===== src/rtl/ram_pkg.sv =====
// ram_pkg: shared constants and FSM encoding for the RAM built-in self test.
// Holds the RAM geometry (ADDR_W, DATA_W, DEPTH), the width and ceiling of
// the mismatch counter, and the controller state encoding.
package ram_pkg;

  localparam int ADDR_W = 3;
  localparam int DATA_W = 8;
  localparam int DEPTH  = 1 << ADDR_W;

  localparam int ERR_W = 4;
  localparam logic [ERR_W-1:0] ERR_MAX = '1;

  typedef enum logic [2:0] {
    ST_IDLE   = 3'd0,
    ST_W0     = 3'd1,
    ST_R0_RD  = 3'd2,
    ST_R0_CMP = 3'd3,
    ST_R0_WR  = 3'd4,
    ST_R1_RD  = 3'd5,
    ST_R1_CMP = 3'd6,
    ST_DONE   = 3'd7
  } bist_state_e;

endpackage


===== src/rtl/ram_bist.sv =====
// ram_bist: march-style self test for a synchronous single-port RAM.
//
// state     | meaning
// ----------+---------------------------------------------------------------
// IDLE      | waiting for start; results of the last run are held
// W0        | write pattern+addr to every address, ascending
// R0_RD     | issue read of addr
// R0_CMP    | compare read data with pattern+addr
// R0_WR     | write ~(pattern+addr) back to addr
// R1_RD     | issue read of addr
// R1_CMP    | compare read data with ~(pattern+addr)
// DONE      | one-cycle done pulse, pass is valid
//
// Ports:
//   clk, rst            clock and synchronous active-high reset
//   start, pattern      run request pulse and seed word captured with it
//   ram_en, ram_we      RAM enable / write enable
//   ram_addres          RAM address
//   ram_data_in         RAM write data
//   ram_data_out        RAM read data (valid the cycle after a read)
//   busy, done          run in progress / end-of-run pulse
//   pass, fail_addr     result flag and address of the first mismatch
//   err_count           mismatch count, saturating
module ram_bist #(
  parameter int ADDR_W = ram_pkg::ADDR_W,
  parameter int DATA_W = ram_pkg::DATA_W
) (
  input  logic              clk,
  input  logic              rst,
  input  logic              start,
  input  logic [DATA_W-1:0] pattern,
  output logic              ram_en,
  output logic              ram_we,
  output logic [ADDR_W-1:0] ram_addres,
  output logic [DATA_W-1:0] ram_data_in,
  input  logic [DATA_W-1:0] ram_data_out,
  output logic              busy,
  output logic              done,
  output logic              pass,
  output logic [ADDR_W-1:0] fail_addr,
  output logic [3:0]        err_count
);

  import ram_pkg::*;

  bist_state_e       state_q, state_d;
  logic [ADDR_W-1:0] addr_q, addr_d;
  logic [DATA_W-1:0] pattern_q, pattern_d;
  logic [ERR_W-1:0]  err_q, err_d;
  logic [ADDR_W-1:0] fail_addr_q, fail_addr_d;
  logic              pass_q, pass_d;

  logic              en_raw, we_raw;
  logic [DATA_W-1:0] wdata;
  logic [DATA_W-1:0] exp_word;
  logic              last_addr;
  logic              mismatch;

  assign exp_word  = pattern_q + DATA_W'(addr_q);
  assign last_addr = &addr_q;

  always_comb begin
    state_d     = state_q;
    addr_d      = addr_q;
    pattern_d   = pattern_q;
    err_d       = err_q;
    fail_addr_d = fail_addr_q;
    pass_d      = pass_q;
    en_raw      = 1'b0;
    we_raw      = 1'b0;
    wdata       = '0;
    mismatch    = 1'b0;

    case (state_q)
      ST_IDLE: begin
        if (start) begin
          state_d     = ST_W0;
          addr_d      = '0;
          pattern_d   = pattern;
          err_d       = '0;
          fail_addr_d = '0;
        end
      end
      ST_W0: begin
        en_raw = 1'b1;
        we_raw = 1'b1;
        wdata  = exp_word;
        if (last_addr) begin
          state_d = ST_R0_RD;
          addr_d  = '0;
        end else begin
          addr_d = addr_q + 1'b1;
        end
      end
      ST_R0_RD: begin
        en_raw  = 1'b1;
        state_d = ST_R0_CMP;
      end
      ST_R0_CMP: begin
        mismatch = (ram_data_out != exp_word);
        state_d  = ST_R0_WR;
      end
      ST_R0_WR: begin
        en_raw = 1'b1;
        we_raw = 1'b1;
        wdata  = ~exp_word;
        if (last_addr) begin
          state_d = ST_R1_RD;
          addr_d  = '0;
        end else begin
          state_d = ST_R0_RD;
          addr_d  = addr_q + 1'b1;
        end
      end
      ST_R1_RD: begin
        en_raw  = 1'b1;
        state_d = ST_R1_CMP;
      end
      ST_R1_CMP: begin
        mismatch = (ram_data_out != ~exp_word);
        if (last_addr) begin
          state_d = ST_DONE;
          addr_d  = '0;
        end else begin
          state_d = ST_R1_RD;
          addr_d  = addr_q + 1'b1;
        end
      end
      ST_DONE: begin
        state_d = ST_IDLE;
      end
      default: begin
        state_d = ST_IDLE;
      end
    endcase

    // An empty counter means no earlier mismatch in this run, so it doubles
    // as the first-failure flag for fail_addr.
    if (mismatch) begin
      if (err_q == '0) begin
        fail_addr_d = addr_q;
      end
      if (err_q != ERR_MAX) begin
        err_d = err_q + 1'b1;
      end
    end

    // Resolve pass on entry to DONE so it already includes the final compare.
    if (state_q == ST_R1_CMP && last_addr) begin
      pass_d = (err_d == '0);
    end
  end

  always_ff @(posedge clk) begin
    if (rst) begin
      state_q     <= ST_IDLE;
      addr_q      <= '0;
      pattern_q   <= '0;
      err_q       <= '0;
      fail_addr_q <= '0;
      pass_q      <= 1'b0;
    end else begin
      state_q     <= state_d;
      addr_q      <= addr_d;
      pattern_q   <= pattern_d;
      err_q       <= err_d;
      fail_addr_q <= fail_addr_d;
      pass_q      <= pass_d;
    end
  end

  // Gating with rst keeps the RAM from being written on the aborting edge.
  assign ram_en      = en_raw & ~rst;
  assign ram_we      = we_raw & ~rst;
  assign ram_addres  = addr_q;
  assign ram_data_in = wdata;
  assign busy        = (state_q != ST_IDLE);
  assign done        = (state_q == ST_DONE);
  assign pass        = pass_q;
  assign fail_addr   = fail_addr_q;
  assign err_count   = err_q;

endmodule


===== config.mk =====
export PLATFORM = sky130hd
export DESIGN_NAME = ram_bist
export DESIGN_NICKNAME = d
export VERILOG_FILES = /design/src/rtl/ram_pkg.sv /design/src/rtl/ram_bist.sv
export SDC_FILE = /design/constraint.sdc
export NUM_CORES = 1
export LEC_CHECK = 0
export CORE_AREA = 2 2 64 66
export DETAILED_ROUTE_END_ITERATION = 8
export DIE_AREA = 0 0 66 68
export PLACE_DENSITY = 0.75
export SLEW_MARGIN = 30
export SYNTH_ARGS = -nofsm -noshare
export SYNTH_HDL_FRONTEND = slang
export SYNTH_SLANG_ARGS = --single-unit
export TNS_END_PERCENT = 50

===== constraint.sdc =====
create_clock -name clk -period 3.3 [get_ports clk]
set_input_delay 0.66 -clock clk [delete_from_list [all_inputs] [get_ports clk]]
set_output_delay 0.66 -clock clk [all_outputs]
set_load 0.1 [all_outputs]

# --- Word-level counts from Yosys, hierarchy flattened ---
# Index checks and enable logic that the tools add are counted.
totals:
  register_bits: 22
  output_inout_bits: 23
  word_cells: 58
classes:
  n_reduce_logical: 13
  n_mux: 20
  n_eq_ne: 12
  addsub: 3
  bitwise: 4
op_table:
  columns: ["op", "count"]
  rows:
  - ["$mux W3", 9]
  - ["$pmux W3 S8", 1]
  - ["$mux W4", 4]
  - ["$ne A8 B8 Y1", 2]
  - ["$pmux W8 S2", 1]
  - ["$eq A3 B3 Y1 const B", 4]
  - ["$add A8 B3 Y8", 1]
  - ["$logic_not A4 Y1", 2]
  - ["$not A8 Y8", 1]
  - ["$eq A3 B2 Y1 const B", 2]
  - ["$pmux W3 S2", 1]
  - ["$reduce_and A2 Y1", 3]
  - ["$add A4 B1 Y4 const B", 1]
  - ["$ne A2 B2 Y1 const B", 2]
  - ["$ne A4 B4 Y1 const B", 1]
  - ["$reduce_or A4 Y1", 1]
  - ["$add A3 B1 Y3 const B", 1]
  - ["$eq A3 B1 Y1 const B", 1]
  - ["$logic_not A3 Y1", 1]
  - ["$reduce_and A3 Y1", 1]
  - ["$reduce_bool A3 Y1", 1]
  - ["$reduce_or A3 Y1", 1]
  - ["$and A1 B1 Y1", 2]
  - ["$mux W1", 2]
  - ["other kinds (6)", 6]

# --- Depth between registers and ports, before layout ---
# Gate-level depths: netlist of the first run.
depth:
  word_depth: 6
  depth_mapped: 11
  depth_no_buf: 11

# --- Worst setup path after synthesis of the first run ---
# Ideal clock, no wire load.
synth_timing:
  path_type: "reg-to-output"
  from: "reg addr_q[0] (netlist: ram_addres[0])"
  to: "out ram_data_in[6]"
  t_arrival_ns: 3.645
  t_required_ns: 2.640
  n_path_buf: 0
  path_slack_ns: -1.005
  path_stages_with_launch: 9
  cell_sequence: "dfxtp_1 > ha_1 > inv_1 > fa_1 > nand2b_1 > a21oi_1 > xnor2_1 > mux2i_1 > nor2_1"
synth_between:
  elab_chain_cells: 3
synth_lines:
  columns: ["item", "line", "rtl"]
  rows:
  - ["start, declared", "ram_bist.sv:47", "logic [ADDR_W-1:0] addr_q, addr_d;"]
  - ["start signal, assigned", "ram_bist.sv:164", "addr_q <= addr_d;"]
  - ["$add A8 B3 Y8 (*)", "ram_bist.sv:59", "assign exp_word = pattern_q + DATA_W'(addr_q);"]
  - ["$not A8 Y8", "ram_bist.sv:106", "wdata = ~exp_word;"]
  - ["$pmux W8 S2 (*)", "ram_bist.sv:74", "case (state_q)"]
  - ["end, declared", "ram_bist.sv:35", "output logic [DATA_W-1:0] ram_data_in,"]
# Mark *: on every way between the ends. The rest lies on a longest branch, timed or not.

# --- Worst setup path after layout of the first run ---
layout_timing:
  from: "reg addr_q[1] (netlist: ram_addres[1])"
  to: "reg pass_q (netlist: pass)"
layout_between:
  elab_chain_cells: 6
  word_cells_on_any_way: 9
  cone_classes: "add/sub (1); eq/ne (2); mux (2); bitwise (1); reduce/logical (3)"
layout_lines:
  columns: ["item", "line", "rtl"]
  rows:
  - ["$add A8 B3 Y8", "ram_bist.sv:59", null]
  - ["$not A8 Y8", "ram_bist.sv:120", "mismatch = (ram_data_out != ~exp_word);"]
  - ["$ne A8 B8 Y1", "ram_bist.sv:120", null]
  - ["$pmux W1 S2", "ram_bist.sv:74", null]
  - ["$mux W4", "ram_bist.sv:139", "if (mismatch) begin"]
  - ["$logic_not A4 Y1", "ram_bist.sv:150", "pass_d = (err_d == '0);"]
  - ["end signal, assigned", "ram_bist.sv:168", "pass_q <= pass_d;"]
  - ["end, declared", "ram_bist.sv:51", "logic pass_q, pass_d;"]
# Several ways; a longest one is shown, not always the timed one.
# A chain may end at the register's enable or synchronous reset.

==> results of run 1 <==
[sequential cells by signal, indices dropped and copies added (netlist names)]
signal and flops:
fail_addr 3, ram_addres 3, pass 1, pattern_q 8, state_q 3, err_count 4
[report_power, final]
part | total, mW | leakage (nW) | internal (mW) | switching (mW)
Sequential | 0.289 | 0.181 | 0.273 | 0.0155
Combinational | 0.198 | 0.695 | 0.0805 | 0.117
Clock | 0.225 | 0.0339 | 0.132 | 0.0935
Total | 0.711 | 0.910 | 0.485 | 0.226
[per-stage QoR]
step,hold slack [ns],area (sq um)
after global placement,0.454,2190
after detailed placement,0.466,2190
after CTS,0.479,2250
after floorplan,0.440,1710
final,0.477,2250
after global routing,0.488,2250
[per-layer routing]
metal  track usage  routed length, microns
met5             0                       0
met4        0.0230                      16
met3        0.0214                     157
met2         0.295                    1760
met1         0.207                    1820
[layout make-up]
| class | count | area [sq um] |
|---|---|---|
| timing repair buffer | 45 | 470 |
| tap | 50 | 62.6 |
| sequential | 22 | 452 |
| clock buffer | 4 | 66.3 |
| multi-input combinational | 165 | 1170 |
| inverter | 9 | 33.8 |
| fill | 374 | 1600 |
[logic make-up (layout without fill, tap and decap cells)]
family	Yosys count	count (layout)	share of synthesized area
DFF	22	22	0.272
xor gates and xnor gates	14	14	0.101
muxes	10	10	0.0618
adders and majority gates	8	8	0.0665
buffers and inverters	21	58	0.0533
and+or+nand+nor	91	91	0.268
AOI/OAI and AO/OA	42	42	0.177
[path summary, 6_finish.rpt]
kind         cells past startpoint                         to                        from
min                              2  pattern_q[2]$_SDFFE_PP0P_   pattern_q[2]$_SDFFE_PP0P_
min reg2reg                      2  pattern_q[2]$_SDFFE_PP0P_   pattern_q[2]$_SDFFE_PP0P_
max                             10          pass$_SDFFE_PP0P_  ram_addres[1]$_SDFFE_PP0P_
max reg2reg                     10          pass$_SDFFE_PP0P_  ram_addres[1]$_SDFFE_PP0P_
[layout by cell type, fill, tap and decap left out, types with 7 or more instances in the layout]
master,instances
buf_4,20
dfxtp_1,19
nor2_1,24
buf_12,7
mux2i_1,10
nand2_1,23
clkdlybuf4s50_1,18
a21oi_1,19
inv_1,8
[worst max-delay path: stages (launching register included)]
cell and delay [ns]:
dfxtp_4 0.37, ha_1 0.31, a211oi_2 0.37, or2_4 0.22, xnor3_1 0.23, or3_1 0.39, a222oi_1 0.36, buf_4 0.21
o31a_2 0.15, nor3_1 0.05, o41ai_2 0.34
==> flow_summary.json, run 1 <==
{
  "place.gp.congestion": 0.866,
  "synth_cell_type_count": 47,
  "num_vias": 1557,
  "htreeDepth": 1,
  "setup_ws_ns": 0.215,
  "path_max_fanout": 6,
  "instances_no_fill": 295,
  "finalHoldViolations": 0,
  "post-route-min-period_ns": 3.09,
  "synth.ff_latch_count": 22,
  "worstMarginPinSlew_ns": 0.710,
  "power.density_nw_per_um2": 316,
  "reg2reg_slack_ns": 0.21,
  "netlist_instances": 208,
  "n_antenna_cell": 0,
  "cts-hold-fix-buffers": 0,
  "finalCritPeriodShare": 0.935,
  "grt_pass1_wl_microns": 5710,
  "rows": 23,
  "hp-class": "flop to flop",
  "dieArea_sq_um": 4490,
  "final_max_slew_viol_count": 0,
  "antenna_found_initial": 0,
  "p_total_uw": 711,
  "root_buffer": "clkbuf_8",
  "core_area_sq_um": 3860,
  "synthTopCellsByArea": "dfxtp_1, nor2_1, a21oi_1",
  "ir_drop_v": 0.000221,
  "setup_tns_ns": 0,
  "final_util": 0.584,
  "ys_seq_area_frac": 0.272,
  "synth_top_cell_by_area": "dfxtp_1",
  "synth_top_cell_area_share": 0.272,
  "cts.path.max_buffers": 2,
  "cts_tree": "built",
  "crit_arrival_ns": 3.26,
  "cts_resized": 0,
  "numCtsBuffers": 3,
  "synth-edff-count": 0,
  "synth.most_common_cell": "nor2_1",
  "place_hpwl_microns": 2870,
  "synth_area_sq_um": 1620,
  "synthArstFlopShare": 0,
  "grt_max_degree": 18,
  "startpoint_type": "flop",
  "routedWlPerCell_microns": 12.7,
  "syn_area_per_cell_sq_um": 7.78,
  "remaining_drc_errors": 0,
  "status": "finished clean",
  "final_layout_size_suffix_gt1_frac": 0.245,
  "path_class": "flop to flop",
  "cts_setup_buffers": 0,
  "max_slew_margin": 0.522,
  "clock_skew_ns": 0.00459,
  "syn_to_final_growth_pct": 39.2,
  "grt_usage": 0.161,
  "die_h_microns": 68,
  "grt_pass1_vias": 1307,
  "die_w_microns": 66,
  "leakage_nw": 0.910,
  "rsz0062_at_grt": "no",
  "dr.pass1.iters": 4,
  "io_pins": 42,
  "worstSkewPairLatency_ns": 0.26,
  "syn_nets": 235,
  "io_buffers": 41,
  "cap_viol_max_count": 0,
  "ys.warnings.count": 0,
  "synthFlopType": "dfxtp_1",
  "start_util": 0.420,
  "cp-end-kind": "flop",
  "overflow": 0,
  "nNetsFinal": 273,
  "setup_violations": 0,
  "via_per_inst": 5.28,
  "synth_common_cells": "nor2_1, nand2_1, dfxtp_1, a21oi_1, mux2i_1",
  "dp_cells": 291,
  "max_freq_ghz": 0.324,
  "worstPathRequired_ns": 3.47,
  "cts.sinks": 22,
  "drt_wl_total_microns": 3750,
  "drt-initial-drc-count": 80,
  "place_ws_ns": 0.224,
  "path_clk_slew_ns": 0.09,
  "ant_nets": 0
}
(Power assumes the default switching activity.)
==> inputs of run 2 (changes only) <==
Settings changed: CORE_AREA 2 2 64 66 to 2 2 61 63, DIE_AREA 0 0 66 68 to 0 0 63 65, PLACE_DENSITY 0.75 to 0.79.
Clock period 3.3 ns to 3.2 ns, I/O delays scaled along.
==> flow_summary.json, run 2 (synthesis gave the netlist of run 1 again) <==
{
  "die_h_microns": 65,
  "worstPathRequired_ns": 3.47,
  "nNetsFinal": 274,
  "path_max_fanout": 6,
  "crit_family": "simple AND/OR/NAND/NOR gates",
  "io_buffers": 41,
  "layout_common_cells": "nor2_1, nand2_1, buf_4, a21oi_1, dfxtp_1",
  "final_layout_size_suffix_gt1_frac": 0.244,
  "htreeDepth": 1,
  "cts.sinks": 22,
  "n_antenna_cell": 0,
  "syn_to_final_growth_pct": 38.9,
  "num_vias": 1549,
  "crit_slowest_cell": "dfxtp_1",
  "cts_tree": "built",
  "worstMarginPinSlew_ns": 0.703,
  "hp-class": "flop to flop",
  "finalCritPeriodShare": 0.955,
  "dieArea_sq_um": 4100,
  "dr.pass1.iters": 4,
  "place_hpwl_microns": 2910,
  "path_class": "flop to flop",
  "setup_violations": 0,
  "fill_cells": 315,
  "rows": 22,
  "max_stage_delay_ns": 0.41,
  "cap_viol_max_count": 0,
  "final_common_cell": "nor2_1",
  "die_w_microns": 63,
  "grt_usage": 0.196,
  "critPathBufInv": 2,
  "grt_pass1_vias": 1457,
  "path_cells": "ha_4, inv_2, fa_2, nand2b_4, a21oi_4, xnor3_1, or3_1, a222oi_1, buf_4, a311oi_2, or3_1, a21oi_2",
  "cts_resized": 0,
  "numCtsBuffers": 3,
  "cts.path.max_buffers": 2,
  "path_clk_slew_ns": 0.13,
  "root_buffer": "clkbuf_4",
  "worstSkewPairLatency_ns": 0.32,
  "routedWlPerCell_microns": 12.6,
  "dp_cells": 290,
  "cp_common_cell": "or3_1",
  "crit_arrival_ns": 3.32,
  "finalHoldViolations": 0,
  "regArea_sq_um": 452,
  "rsz0062_at_grt": "no",
  "startpoint_type": "flop",
  "post-route-min-period_ns": 3.06,
  "multi_input_area_sq_um": 1170,
  "ir_drop_v": 0.000172,
  "largest_reg_flops": 8,
  "via_per_inst": 5.27,
  "grt_pass1_wl_microns": 6440,
  "clock_skew_ns": 0.00850,
  "cts_setup_buffers": 0,
  "remaining_drc_errors": 0,
  "drt_wl_total_microns": 3710,
  "largest_register": "pattern_q",
  "max_slew_margin": 0.526,
  "p_total_uw": 690,
  "max_freq_ghz": 0.327,
  "antenna_found_initial": 0,
  "place.gp.congestion": 0.844,
  "io_pins": 42,
  "grt_max_degree": 18,
  "ant_nets": 0,
  "overflow": 0,
  "status": "finished clean",
  "power.density_nw_per_um2": 307,
  "instances_no_fill": 294,
  "cts-hold-fix-buffers": 0,
  "start_util": 0.463,
  "cp-end-kind": "flop",
  "core_area_sq_um": 3500,
  "leakage_nw": 0.909,
  "drt-initial-drc-count": 59,
  "final_max_slew_viol_count": 0
}
run 2: cell types whose count changed in the layout (fill, tap and decap cells not counted):
cell	before	now
buf_12	7	8
clkbuf_4	0	3
clkbuf_8	3	0
nor2_1	24	25
nor2_2	5	4
run 2: final cells by class:
type / instances / area share
Clock buffer: 4 / 0.0211
Inverter: 9 / 0.0150
Sequential cell: 22 / 0.201
Timing Repair Buffer: 46 / 0.218
Multi-Input combinational cell: 165 / 0.518
Tap cell: 48 / 0.0267
run 2: path summary, 6_finish.rpt:
path | slack [ns] | to | depth (start not counted) | startpoint
max reg2reg | 0.14 | err_count[1]$_SDFF_PP0_ | 12 | pattern_q[0]$_SDFFE_PP0P_
max | 0.14 | err_count[1]$_SDFF_PP0_ | 12 | pattern_q[0]$_SDFFE_PP0P_
min | 0.48 | pattern_q[2]$_SDFFE_PP0P_ | 2 | pattern_q[2]$_SDFFE_PP0P_
min reg2reg | 0.48 | pattern_q[2]$_SDFFE_PP0P_ | 2 | pattern_q[2]$_SDFFE_PP0P_
run 2: report_power, final:
part | leakage, nW | internal (mW) | switching, mW | total [mW]
Sequential | 0.181 | 0.282 | 0.0157 | 0.298
Combinational | 0.702 | 0.0861 | 0.122 | 0.208
Clock | 0.0261 | 0.0955 | 0.0892 | 0.185
Total | 0.909 | 0.464 | 0.227 | 0.690
run 2: worst register-to-register path: stages (launching register included):
cell	delay (ns)
dfxtp_1	0.41
ha_4	0.16
inv_2	0.04
fa_2	0.36
nand2b_4	0.17
a21oi_4	0.14
xnor3_1	0.25
or3_1	0.37
a222oi_1	0.31
buf_4	0.21
a311oi_2	0.07
or3_1	0.41
a21oi_2	0.12
run 2: per-layer routing:
metal	vias to the layer above	routed length, microns	track usage	part of all wire
met1	701	1620	0.237	0.44
li1	807	-	-	-
met3	4	178	0.0330	0.048
met5	-	0	0	0
met2	37	1870	0.348	0.50
met4	0	46	0.0750	0.012
run 2: per-stage QoR:
step,util,setup WS (ns),hold WS [ns],area [sq um],setup TNS (ns)
after global placement,0.630,0.171,0.452,2200,0
after detailed placement,0.630,0.158,0.455,2200,0
after global routing,0.644,0.0179,0.497,2250,0
after CTS,0.644,0.147,0.473,2250,0
final,0.644,0.144,0.475,2250,0
after floorplan,-,-0.298,0.440,1700,-0.531
==> inputs of run 3 (changes only) <==
Settings changed: CORE_AREA 2 2 61 63 to 2 2 60 62, CTS_BUF_LIST set to sky130_fd_sc_hd__clkbuf_8, DIE_AREA 0 0 63 65 to 0 0 62 64, PLACE_DENSITY 0.79 to unset, PLACE_DENSITY_LB_ADDON set to 0.15.
==> flow_summary.json, run 3 (synthesis gave the netlist of run 1 again) <==
{
  "status": "finished clean",
  "drt-initial-drc-count": 99,
  "grt_usage": 0.220,
  "root_buffer": "clkbuf_8",
  "startpoint_type": "flop",
  "overflow": 0,
  "place_hpwl_microns": 2940,
  "die_w_microns": 62,
  "grt_max_degree": 20,
  "rows": 21,
  "power.density_nw_per_um2": 332,
  "final_max_slew_viol_count": 0,
  "instances_no_fill": 298,
  "io_buffers": 41,
  "max_stage_delay_ns": 0.43,
  "cts.path.max_buffers": 2,
  "io_pins": 42,
  "final_common_cell": "buf_4",
  "numCtsBuffers": 3,
  "crit_arrival_ns": 3.29,
  "cp_common_cell": "or3_1",
  "path_cells": "ha_4, inv_2, fa_2, nand2b_4, a21boi_4, xnor3_1, or3_1, a222oi_1, buf_4, a311oi_4, or3_1, a21oi_2",
  "final_layout_size_suffix_gt1_frac": 0.270,
  "largest_register": "pattern_q",
  "worstMarginPinSlew_ns": 0.920,
  "hp-class": "flop to flop",
  "ant_nets": 0,
  "regArea_sq_um": 453,
  "worstSkewPairLatency_ns": 0.27,
  "cap_viol_max_count": 0,
  "dr.pass1.iters": 4,
  "drt_wl_total_microns": 4180,
  "remaining_drc_errors": 0,
  "dieArea_sq_um": 3970,
  "antenna_found_initial": 0,
  "critPathBufInv": 2,
  "place.gp.congestion": 0.884,
  "leakage_nw": 0.958,
  "die_h_microns": 64,
  "grt_pass1_vias": 1511,
  "max_slew_margin": 0.380,
  "start_util": 0.493,
  "n_antenna_cell": 0,
  "cts-hold-fix-buffers": 0,
  "max_freq_ghz": 0.325,
  "ir_drop_v": 0.000229,
  "fill_cells": 285,
  "post-route-min-period_ns": 3.08,
  "cts_tree": "built",
  "crit_family": "simple AND/OR/NAND/NOR gates",
  "finalCritPeriodShare": 0.961,
  "cp-end-kind": "flop",
  "finalHoldViolations": 0,
  "htreeDepth": 1,
  "syn_to_final_growth_pct": 45.0,
  "setup_tns_ns": 0,
  "largest_reg_flops": 8,
  "multi_input_area_sq_um": 1200,
  "cts.sinks": 22,
  "path_class": "flop to flop",
  "path_clk_slew_ns": 0.09,
  "worstPathRequired_ns": 3.41,
  "dp_cells": 288,
  "grt_pass1_wl_microns": 6760,
  "nNetsFinal": 280,
  "clock_skew_ns": 0.00823,
  "core_area_sq_um": 3280,
  "setup_violations": 0,
  "path_max_fanout": 4,
  "routedWlPerCell_microns": 14.0,
  "layout_common_cells": "buf_4, nor2_1, nand2_1",
  "via_per_inst": 5.49,
  "crit_slowest_cell": "or3_1",
  "num_vias": 1635
}
## run 3: cell count changes in the layout (fill, tap and decap cells not counted), sizes merged
cell	delta
clkbuf	-1
buf	+6
bufinv	+1
## run 3: routing by layer
layer	vias to the layer above	wire, microns	track usage
met1	765	1860	0.279
met4	0	14	0.0479
met3	2	198	0.0324
met5	-	0	0
li1	815	-	-
met2	53	2100	0.382
## run 3: tightest hold or removal path, stage by stage (launching register included)
cell and delay [ns]:
dfxtp_1 0.32, nand2_1 0.05, a21oi_1 0.05
## run 3: final timing paths
| path | startpoint | to | slack [ns] | cells after the start |
|---|---|---|---|---|
| max | ram_addres[0]$_SDFFE_PP0P_ | err_count[1]$_SDFF_PP0_ | 0.12 | 12 |
| max reg2reg | ram_addres[0]$_SDFFE_PP0P_ | err_count[1]$_SDFF_PP0_ | 0.12 | 12 |
| min | pattern_q[2]$_SDFFE_PP0P_ | pattern_q[2]$_SDFFE_PP0P_ | 0.46 | 2 |
| min reg2reg | pattern_q[2]$_SDFFE_PP0P_ | pattern_q[2]$_SDFFE_PP0P_ | 0.46 | 2 |
## run 3: power by group
part / internal [mW] / total [mW] / switching (mW)
combinational: 0.0904 / 0.219 / 0.128
sequential: 0.282 / 0.297 / 0.0147
clock: 0.167 / 0.264 / 0.0965
## run 3: cell type report
| class | count | share of cell area |
|---|---|---|
| clock buffer | 3 | 0.0176 |
| clock inverter | 1 | 0.0128 |
| inverter | 9 | 0.0144 |
| multi-input combinational | 165 | 0.510 |
| sequential | 22 | 0.193 |
| tap | 46 | 0.0245 |
| timing repair buffer | 52 | 0.228 |
## run 3: metrics by stage
step / utilization / power, mW / hold slack (ns) / worst slack, ns / area [sq um]
after floorplan: - / 0.446 / 0.440 / -0.298 / 1700
after global placement: 0.670 / 0.511 / 0.450 / 0.148 / 2200
after detailed placement: 0.670 / 0.514 / 0.455 / 0.110 / 2200
after CTS: 0.691 / 0.774 / 0.467 / 0.0746 / 2270
after global routing: 0.715 / 0.812 / 0.500 / -0.0411 / 2350
final: 0.715 / 0.779 / 0.465 / 0.125 / 2350
## run 3: timing repair
| item | CTS | global route |
|---|---|---|
| resized for setup | 0 | 6 |
| endpoints found under the setup margin | 0 | 5 |
| setup buffers | 0 | 6 |
